## src/rtl/serial_borrow_subtractor_if.sv

```systemverilog
// Start/busy/done handshake and operand/result bundle for the bit-serial subtractor.
interface serial_borrow_subtractor_if #(
  parameter int WIDTH = 8
);
  logic             start;
  logic [WIDTH-1:0] a;
  logic [WIDTH-1:0] b;
  logic             bin;
  logic             busy;
  logic             done;
  logic [WIDTH-1:0] diff;
  logic             bout;
  logic             ovf;
  logic             zero;

  modport master (
    output start, a, b, bin,
    input  busy, done, diff, bout, ovf, zero
  );

  modport slave (
    input  start, a, b, bin,
    output busy, done, diff, bout, ovf, zero
  );
endinterface

```

## src/rtl/serial_borrow_subtractor.sv

```systemverilog
// Bit-serial WIDTH-bit subtractor: diff = a - b - bin, LSB first, one bit per clock.
// One full-subtractor cell plus operand/result shift registers; results commit in FIN.
module serial_borrow_subtractor #(
  parameter int WIDTH = 8
) (
  input  logic                       clk,
  input  logic                       rst_n,
  serial_borrow_subtractor_if.slave  bus
);
  localparam int CNT_W = $clog2(WIDTH + 1);

  typedef enum logic [1:0] {IDLE, RUN, FIN} state_t;

  state_t           state;
  state_t           state_nxt;
  logic [WIDTH-1:0] sa;
  logic [WIDTH-1:0] sb;
  logic [WIDTH-1:0] pd;
  logic             br;
  logic             a_msb;
  logic             b_msb;
  logic [CNT_W-1:0] cnt;
  logic             d_bit;
  logic             br_nxt;
  logic             done_q;
  logic [WIDTH-1:0] diff_q;
  logic             bout_q;
  logic             ovf_q;
  logic             zero_q;

  function automatic logic fs_diff(input logic x, input logic y, input logic bi);
    return x ^ y ^ bi;
  endfunction

  function automatic logic fs_borrow(input logic x, input logic y, input logic bi);
    return (~x & y) | (~(x ^ y) & bi);
  endfunction

  assign d_bit  = fs_diff(sa[0], sb[0], br);
  assign br_nxt = fs_borrow(sa[0], sb[0], br);

  always_ff @(posedge clk or negedge rst_n) begin
    if (!rst_n) state <= IDLE;
    else        state <= state_nxt;
  end

  always_comb begin
    state_nxt = state;
    case (state)
      IDLE:    if (bus.start) state_nxt = RUN;
      RUN:     if (cnt == CNT_W'(WIDTH - 1)) state_nxt = FIN;
      FIN:     state_nxt = IDLE;
      default: state_nxt = IDLE;
    endcase
  end

  always_ff @(posedge clk or negedge rst_n) begin
    if (!rst_n) begin
      sa     <= '0;
      sb     <= '0;
      pd     <= '0;
      br     <= 1'b0;
      a_msb  <= 1'b0;
      b_msb  <= 1'b0;
      cnt    <= '0;
      done_q <= 1'b0;
      diff_q <= '0;
      bout_q <= 1'b0;
      ovf_q  <= 1'b0;
      zero_q <= 1'b0;
    end else begin
      done_q <= 1'b0;
      case (state)
        IDLE: begin
          if (bus.start) begin
            sa    <= bus.a;
            sb    <= bus.b;
            br    <= bus.bin;
            a_msb <= bus.a[WIDTH-1];
            b_msb <= bus.b[WIDTH-1];
            cnt   <= '0;
          end
        end
        RUN: begin
          // Operands drain from bit 0; the result fills in from the MSB side.
          sa  <= sa >> 1;
          sb  <= sb >> 1;
          br  <= br_nxt;
          pd  <= {d_bit, pd[WIDTH-1:1]};
          cnt <= cnt + CNT_W'(1);
        end
        FIN: begin
          diff_q <= pd;
          bout_q <= br;
          ovf_q  <= (a_msb != b_msb) && (pd[WIDTH-1] != a_msb);
          zero_q <= (pd == '0);
          done_q <= 1'b1;
        end
        default: ;
      endcase
    end
  end

  assign bus.busy = (state != IDLE);
  assign bus.done = done_q;
  assign bus.diff = diff_q;
  assign bus.bout = bout_q;
  assign bus.ovf  = ovf_q;
  assign bus.zero = zero_q;
endmodule

```

## src/flat_wrapper.sv

```systemverilog
// flat-port wrapper written by rule: the top's interface ports become plain ports
module serial_borrow_subtractor_flat 
#(
  parameter int WIDTH = 8
)
  (clk, rst_n, bus_start, bus_a, bus_b, bus_bin, bus_busy, bus_done, bus_diff, bus_bout, bus_ovf, bus_zero);
  serial_borrow_subtractor_if #(.WIDTH(WIDTH)) bus_i ();
  input  logic clk;
  input  logic rst_n;
  input wire logic [$bits(bus_i.start)-1:0] bus_start;
  input wire logic [$bits(bus_i.a)-1:0] bus_a;
  input wire logic [$bits(bus_i.b)-1:0] bus_b;
  input wire logic [$bits(bus_i.bin)-1:0] bus_bin;
  output wire logic [$bits(bus_i.busy)-1:0] bus_busy;
  output wire logic [$bits(bus_i.done)-1:0] bus_done;
  output wire logic [$bits(bus_i.diff)-1:0] bus_diff;
  output wire logic [$bits(bus_i.bout)-1:0] bus_bout;
  output wire logic [$bits(bus_i.ovf)-1:0] bus_ovf;
  output wire logic [$bits(bus_i.zero)-1:0] bus_zero;
  assign bus_i.start = bus_start;
  assign bus_i.a = bus_a;
  assign bus_i.b = bus_b;
  assign bus_i.bin = bus_bin;
  assign bus_busy = bus_i.busy;
  assign bus_done = bus_i.done;
  assign bus_diff = bus_i.diff;
  assign bus_bout = bus_i.bout;
  assign bus_ovf = bus_i.ovf;
  assign bus_zero = bus_i.zero;
  serial_borrow_subtractor #(.WIDTH(WIDTH)) u_core (.clk(clk), .rst_n(rst_n), .bus(bus_i));
endmodule
```

## config.mk

```make
export PLATFORM = sky130hd
export DESIGN_NAME = serial_borrow_subtractor_flat
export DESIGN_NICKNAME = d
export VERILOG_FILES = /design/src/rtl/serial_borrow_subtractor_if.sv /design/src/rtl/serial_borrow_subtractor.sv /design/src/flat_wrapper.sv
export SDC_FILE = /design/constraint.sdc
export NUM_CORES = 1
export LEC_CHECK = 0
export ABC_AREA = 1
export CAP_MARGIN = 20
export CORE_ASPECT_RATIO = 0.75
export CORE_UTILIZATION = 45
export CTS_BUF_LIST = sky130_fd_sc_hd__clkbuf_4 sky130_fd_sc_hd__clkbuf_8
export DETAILED_ROUTE_END_ITERATION = 10
export PLACE_DENSITY = 0.69
export SKIP_LAST_GASP = 1
export SYNTH_ARGS = -nofsm -noshare
export SYNTH_HDL_FRONTEND = slang
export SYNTH_SLANG_ARGS = --single-unit
```

## constraint.sdc

```tcl
create_clock -name clk -period 2.1 [get_ports clk]
set_input_delay 0.525 -clock clk [delete_from_list [all_inputs] [get_ports clk]]
set_output_delay 0.525 -clock clk [all_outputs]
set_load 0.005 [all_outputs]
```

==> impl_metrics.yaml, run 1 <==
clock_tree:
  worstSkewPairLatency_ns: 0.30
  cts.clk_slew.worst_paths_ns: 0.08
  post-cts-setup-buffer-count: 0
  cts_hold_buf: 0
  cts_tree: "built"
  cts_made_buffers: 5
  cts.htree.levels: 2
  cts_buffer_depth: 2
  cts_sinks: 45
  cts_resized: 0
  cts-root-buf: "clkbuf_8"
die:
  start_util_pct: 47.65
  fp-row-count: 20
  dieArea_um2: 4616
  die_y_um: 59.09
  die_x_um: 78.12
  pin_count: 33
  core_um2: 4104
routing:
  drt-pass1-iter-count: 4
  final_antenna_net_count: 0
  drcViolationCount: 0
  vias: 1524
  drt_wl_total_um: 3706
  drt-vias-per-instance: 4.854
  wl_per_cell_um: 11.80
  drt-initial-drc-count: 64
sta:
  slew_viol_final: 0
  fin_skew_ns: 0.004555
  post-route-period-util_pct: 92.14
  finalSetupTns_ns: 0
  setup_slack_ns: 0.1650
  tightest_slew_ns: 0.6204
  hold_violations: 0
  fmax_mhz: 516.8
  rsz0062_at_grt: "false"
  period_minus_slack_ns: 1.935
  setup_viol: 0
  relSlewSlack_pct: 58.54
grt:
  track_usage_pct: 18.34
  grt_pass1_vias: 1388
  overflow: 0
  grt_pass1_wl_um: 6341
  antenna_found_initial: 0
  grt_max_degree: 46
synth:
  ys_top_cells_by_count: "nand2_1, dfrtp_1, nand3_1"
  yosys_most_used_dff: "dfrtp_1"
  yosysSeqAreaShare_pct: 57.58
  synthCells: 224
  synth_edf_count: 0
  synth_most_common_cell: "nand2_1"
  async_flop_share_pct: 100.0
  syn_nets: 246
  yosysWarnings: 0
  netlist.area_leader.share_pct: 57.58
  synth_cell_types: 20
  synth_area_leaders: "dfrtp_1, nand2_1, nand3_1"
  synth_area_um2: 1956
  synth_top_area_cell: "dfrtp_1"
  ys_ff_latch: 45
  synth.avg_cell_area_um2: 8.730
worst_setup_path:
  rrSetupSlack_ns: 0.79
  worstPathArrival_ns: 1.41
  worstPathRequired_ns: 1.57
  cp-endpoint: "bus_busy"
  r2r-start: "u_core.state[1]"
  rr_endpoint: "u_core.bus.zero"
  endpoint_kind: "output pin"
  worstSetupStartpointType: "flop"
  path_class: "flop to output pin"
  critPathLaunch: "u_core.state[1]"
  worstRegToRegCells: 4
  path_max_fanout: 7
layout:
  fin_nets: 281
  multi_input_area_um2: 688.2
  area_delta_synth_final_pct: 22.90
  fill_cells: 382
  design_area_um2: 2404
  drive_above_1_share_pct: 8.494
  insertedDiodeCount: 0
  final_cell_count_no_fill: 314
  regArea_um2: 1126
outcome:
  outcome: "complete, no violations"
worst_hold_path:
  min_path_type: "input port to asynchronous set/reset pin"
placed_design:
  place_area_um2: 2300
  dp.cells: 307
  portBuffers: 32
  hpwl_um: 2552
  pre_cts_ws_ns: 0.3919
  gp_congestion: 0.7342
power_and_ir_drop:
  powerDensity_nw_per_um2: 1334
  ir_drop_mv: 0.5510
  power_leakage_uw: 0.001197
job:
  cap_violations: 0
registers in the layout (all words and copies together), names as in the netlist:
name and flops:
u_core.bus.diff 8, u_core.pd 8, u_core.sa 8, u_core.sb 8, u_core.cnt 4, u_core.state 2
u_core.a_msb 1, u_core.b_msb 1, u_core.br 1, u_core.bus.bout 1, u_core.bus.done 1, u_core.bus.ovf 1
u_core.bus.zero 1
kinds of logic after synthesis:
kind of cell	synth area share (%)
flip-flops	57.58
buffers and inverters	7.229
AO/OA/AOI/OAI	5.758
AND/OR/NAND/NOR	27.77
adder cells (fa/ha/maj)	1.663
power breakdown:
part | leakage (µW) | total (µW) | switching (µW) | internal, µW
Clock | 0.0000540 | 628 | 282 | 346
Sequential | 0.000573 | 1420 | 211 | 1210
Combinational | 0.000570 | 1150 | 643 | 511
Total | 0.00120 | 3210 | 1140 | 2070
how the worst min path moves through the flow:
stage | slack, ns | to | depth (start not counted) | startpoint
after floorplan | 0.23 | u_core.a_msb | 0 | rst_n
after global placement | 0.46 | u_core.br | 2 | u_core.br
after detailed placement | 0.47 | u_core.bus.zero | 2 | u_core.bus.zero
after CTS | 0.31 | u_core.bus.diff[5] | 2 | rst_n
after global routing | 0.34 | u_core.bus.diff[4] | 2 | rst_n
final | 0.29 | u_core.bus.diff[3] | 2 | rst_n
worst max-delay path: stages (launching register included):
cell,delay (ns)
dfrtp_1,0.42
inv_2,0.11
nand2_1,0.09
clkdlybuf4s50_1,0.50
cells in the final DEF, fill, tap and decap left out:
cell type	netlist	final
clkinv_2	0	1
nand3_1	25	25
inv_2	4	4
o21ai_2	2	2
nand3b_1	1	1
nor2_2	1	1
nor2_1	5	5
or2_2	1	1
dfrtp_1	45	45
nand4_1	1	1
buf_2	2	1
nor2_4	1	1
inv_1	15	15
nand2_1	92	92
ha_1	1	1
nand2_4	1	1
bufinv_16	0	1
clkbuf_8	0	5
nor3_1	1	1
buf_4	2	4
fa_1	1	1
o21ai_0	19	19
clkdlybuf4s50_1	0	31
area by class of cell:
type,instances,share of cell area (%)
sequential,45,46.85
multi-input combinational,152,28.63
timing repair buffer,36,14.37
inverter,19,2.967
clock buffer,5,2.863
tap,55,2.863
clock inverter,2,1.458
through the flow:
stage | util (%) | hold WS (ns) | total power [µW]
5_1_grt | 58.57 | 0.3416 | 3483
6_report | 58.57 | 0.2922 | 3206
3_3_place_gp | 56.04 | 0.4646 | 2576
3_5_place_dp | 56.04 | 0.4661 | 2603
2_1_floorplan | - | 0.2294 | 2224
4_1_cts | 58.57 | 0.3086 | 3240
per-layer routing:
metal	GRT usage [%]	wire, µm	vias to the layer above
li1	-	-	772
met1	24.82	1865	721
met2	27.44	1632	27
met3	6.769	172	4
met4	6.349	35	0
met5	0	0	-
(Power assumes the default switching activity.)
==> run 2, diff against run 1 <==
--- a/config.mk
+++ b/config.mk
@@ -11,7 +11,7 @@
 export CORE_UTILIZATION = 45
 export CTS_BUF_LIST = sky130_fd_sc_hd__clkbuf_4 sky130_fd_sc_hd__clkbuf_8
 export DETAILED_ROUTE_END_ITERATION = 10
-export PLACE_DENSITY = 0.69
+export DONT_BUFFER_PORTS = 1
 export SKIP_LAST_GASP = 1
 export SYNTH_ARGS = -nofsm -noshare
 export SYNTH_HDL_FRONTEND = slang
==> constraint.sdc (replaced) <==
create_clock -name clk -period 2.49 [get_ports clk]
set_input_delay 0.6225 -clock clk [delete_from_list [all_inputs] [get_ports clk]]
set_output_delay 0.6225 -clock clk [all_outputs]
set_load 0.005 [all_outputs]
==> impl_metrics.yaml, run 2 (same netlist as run 1, synthesis figures left out) <==
worst_setup_path:
  rr_endpoint: "u_core.bus.diff[7]"
  worstSetupStartpointType: "flop"
  cp-endpoint: "bus_busy"
  critPathLaunch: "u_core.state[0]"
  worstPathRequired_ns: 1.87
  crit_chain: "inv_1 > nand2_1"
  max_stage_delay_ns: 0.56
  endpoint_kind: "output pin"
  r2r-start: "u_core.state[0]"
  path_max_fanout: 8
  crit_slowest_cell: "dfrtp_1"
  rrSetupSlack_ns: 1.06
  path_class: "flop to output pin"
  worstRegToRegCells: 5
  worstPathArrival_ns: 1.05
sta:
  fmax_mhz: 598.1
  post-route-period-util_pct: 67.15
  slew_viol_final: 0
  setup_slack_ns: 0.8180
  relSlewSlack_pct: 62.17
  hold_violations: 0
  period_minus_slack_ns: 1.672
  finalSetupTns_ns: 0
  fin_skew_ns: 0.008186
  tightest_slew_ns: 0.5661
  rsz0062_at_grt: "false"
  setup_viol: 0
routing:
  drt-vias-per-instance: 4.794
  drt_wl_total_um: 3631
  drcViolationCount: 0
  final_antenna_net_count: 0
  vias: 1347
  wl_per_cell_um: 12.92
  drt-initial-drc-count: 64
  drt-pass1-iter-count: 4
layout:
  area_delta_synth_final_pct: 6.974
  final_cell_count_no_fill: 281
  utilization_pct: 50.98
  mostFrequentLayoutCell: "nand2_1"
  final_cell_mix: "nand2_1, dfrtp_1, nand3_1, o21ai_0, inv_1"
  fill_cells: 404
  drive_above_1_share_pct: 8.407
  fin_nets: 247
  insertedDiodeCount: 0
placed_design:
  gp_congestion: 0.8121
  portBuffers: 0
  dp.cells: 272
  pre_cts_ws_ns: 1.055
  hpwl_um: 2426
power_and_ir_drop:
  p_clk_share_pct: 22.5
  ir_drop_mv: 0.5016
  powerDensity_nw_per_um2: 1226
  power_leakage_uw: 0.001073
  internal-power_uw: 1638
  seq_power_share_pct: 48.3
  p_comb_share_pct: 29.2
  switching_share_pct: 36.10
  p_sw_uw: 925.7
grt:
  track_usage_pct: 17.94
  grt_pass1_vias: 1224
  overflow: 0
  antenna_found_initial: 0
  grt_max_degree: 46
  grt_pass1_wl_um: 6168
die:
  fp-row-count: 20
  pin_count: 33
  core_um2: 4104
  start_util_pct: 47.65
  die_y_um: 59.09
  die_x_um: 78.12
  dieArea_um2: 4616
clock_tree:
  post-cts-setup-buffer-count: 0
  cts-root-buf: "clkbuf_8"
  cts.clk_slew.worst_paths_ns: 0.09
  cts_sinks: 45
  cts_tree: "built"
  cts_buffer_depth: 2
  cts.htree.levels: 2
  cts_made_buffers: 5
  cts_hold_buf: 0
  cts_resized: 0
  worstSkewPairLatency_ns: 0.29
worst_hold_path:
  min_path_type: "input port to asynchronous set/reset pin"
job:
  cap_violations: 0
outcome:
  outcome: "complete, no violations"
run 2: worst max-delay path: cells and delay by family, from the launching register on:
kind          cells  cell delay [ns]
simple gates      1             0.11
buf+inv           1             0.10
flops             1             0.56
run 2: metrics by stage:
stage / hold slack, ns / cell area [µm²] / power, µW
final: 0.01677 / 2092 / 2564
after global routing: 0.00008615 / 2092 / 2811
after CTS: 0.005708 / 2082 / 2586
after detailed placement: 0.3280 / 1962 / 2003
after global placement: 0.3286 / 1962 / 1995
after floorplan: 0.3269 / 1956 / 1876
run 2: how the worst min path moves through the flow:
stage                      endpoint  slack (ns)
finish              u_core.bus.bout        0.02
global route        u_core.bus.bout     0.00009
CTS                  u_core.bus.ovf       0.006
detailed placement   u_core.bus.ovf        0.33
global placement     u_core.bus.ovf        0.33
floorplan              u_core.a_msb        0.33
run 2: power groups by stage:
stage	clock network (µW)	logic, µW	registers, µW
2_1_floorplan	0	695	1180
3_3_place_gp	0	744	1250
3_5_place_dp	0	756	1250
4_1_cts	591	758	1240
5_1_grt	619	909	1280
6_report	576	749	1240
run 2: metal layers:
metal,up-vias,wire (µm),GRT usage (%)
li1,704,-,-
met1,617,1919,26.46
met2,24,1434,24.31
met3,2,254,7.231
met4,0,21,4.762
met5,-,0,0
run 2: cell type report:
class	count	area, µm²	share of cell area, %
Clock buffer	7	90.09	4.306
Clock inverter	1	30.03	1.435
Inverter	19	71.32	3.409
Multi-Input combinational cell	152	688.2	32.89
Sequential cell	45	1126	53.83
Tap cell	55	68.82	3.289
Timing Repair Buffer	2	17.52	0.8373
==> run 3, diff against run 2 <==
==> constraint.sdc (replaced) <==
create_clock -name clk -period 1.7 [get_ports clk]
set_input_delay 0.425 -clock clk [delete_from_list [all_inputs] [get_ports clk]]
set_output_delay 0.425 -clock clk [all_outputs]
set_load 0.005 [all_outputs]
==> impl_metrics.yaml, run 3 (same netlist as run 1, synthesis figures left out) <==
sta:
  tightest_slew_ns: 0.3689
  hold_ws_ns: 0.2495
  relSlewSlack_pct: 75.41
  fmax_mhz: 663.2
  finalSetupTns_ns: 0
  rsz0062_at_grt: "false"
  post-route-period-util_pct: 88.69
  hold_violations: 0
  slew_viol_final: 0
  setup_viol: 0
  fin_skew_ns: 0.004952
  period_minus_slack_ns: 1.508
die:
  start_util_pct: 47.65
  pin_count: 33
  die_x_um: 78.12
  core_um2: 4104
  fp-row-count: 20
  dieArea_um2: 4616
  die_y_um: 59.09
routing:
  drt-pass1-iter-count: 5
  drt-vias-per-instance: 4.919
  met1_length_um: 1867
  wl_per_cell_um: 12.77
  wl_met2_um: 1420
  drt-initial-drc-count: 81
  drt_wl_total_um: 3626
  drcViolationCount: 0
  top_layer: "met4"
  final_antenna_net_count: 0
  vias: 1397
  met3_length_um: 276
grt:
  grt_pass1_vias: 1304
  grt_pass1_wl_um: 6223
  grt_max_degree: 46
  overflow: 0
  track_usage_pct: 18.21
  antenna_found_initial: 0
worst_setup_path:
  worstRegToRegCells: 4
  path_max_fanout: 8
  worstPathArrival_ns: 1.08
  max_stage_delay_ns: 0.57
  crit_slowest_cell: "dfrtp_1"
  worstPathRequired_ns: 1.27
  path_class: "flop to output pin"
  crit_chain: "inv_1 > nand2_1"
  endpoint_kind: "output pin"
  worstSetupStartpointType: "flop"
  rrSetupSlack_ns: 0.38
  r2r-start: "u_core.state[0]"
  rr_endpoint: "u_core.sa[5]"
layout:
  area_delta_synth_final_pct: 7.678
  final_cell_mix: "nand2_1, dfrtp_1, nand3_1, o21ai_0, inv_1"
  drive_above_1_share_pct: 9.607
  final_cell_count_no_fill: 284
  insertedDiodeCount: 0
  fill_cells: 404
  fin_nets: 250
  mostFrequentLayoutCell: "nand2_1"
clock_tree:
  worstSkewPairLatency_ns: 0.29
  cts.htree.levels: 2
  cts_sinks: 45
  post-cts-setup-buffer-count: 0
  cts_made_buffers: 5
  cts_tree: "built"
  cts_buffer_depth: 2
  cts.clk_slew.worst_paths_ns: 0.08
  cts-root-buf: "clkbuf_8"
worst_hold_path:
  whs_path_depth: 2
  min_path_type: "input port to flop"
  min_from: "bus_a[2]"
  hold_end: "u_core.sa[2]"
placed_design:
  hpwl_um: 2502
  portBuffers: 0
  gp_congestion: 0.7749
  dp.cells: 274
outcome:
  outcome: "complete, no violations"
power_and_ir_drop:
  power_leakage_uw: 0.001083
  ir_drop_mv: 0.6442
  powerDensity_nw_per_um2: 1722
  p_total_uw: 3625
job:
  cap_violations: 0
## run 3: repair_timing
action / CTS / global route
endpoints found under the setup margin: 0 / 0
hold buffers: 2 / 0
gates resized for setup: 0 / 0
endpoints found under the hold margin: 45 / 0
## run 3: worst max path at each step
stage               startpoint            to  slack (ns)  depth (start not counted)
6_report       u_core.state[0]      bus_busy        0.19                          2
5_1_grt        u_core.state[0]      bus_busy        0.10                          2
4_1_cts        u_core.state[0]      bus_busy        0.18                          2
3_5_place_dp   u_core.state[0]  u_core.sa[5]        0.39                          4
3_3_place_gp   u_core.state[0]  u_core.sa[1]        0.43                          4
2_1_floorplan     u_core.sb[0]     u_core.br        0.59                          6
## run 3: through the flow
step | worst slack [ns] | area (µm²) | util (%)
global route | 0.1034 | 2106 | 51.31
finish | 0.1923 | 2106 | 51.31
floorplan | 0.5929 | 1956 | -
detailed placement | 0.3878 | 1977 | 48.17
CTS | 0.1843 | 2106 | 51.31
global placement | 0.4282 | 1977 | 48.17
## run 3: area by class of cell
type	instances	area [µm²]	share of cell area, %
inverter	19	71.32	3.387
tap	55	68.82	3.268
clock buffer	8	91.34	4.337
sequential	45	1126	53.48
multi-input combinational	152	688.2	32.68
timing repair buffer	5	60.06	2.852
## run 3: layer usage
layer	track usage, %	vias up
met5	0	-
met3	7.538	7
met2	25.31	27
li1	-	712
met1	25.00	651
met4	7.937	0
## run 3: worst max-delay path, delay by kind of cell, from the launching register on
| family | cells | cell delay [ns] |
|---|---|---|
| buf+inv | 1 | 0.11 |
| flops | 1 | 0.57 |
| simple gates | 1 | 0.12 |
## run 3: where the power goes
group          switching, µW  internal, µW
Sequential               306          1500
Combinational            718           424
Clock                    340           340
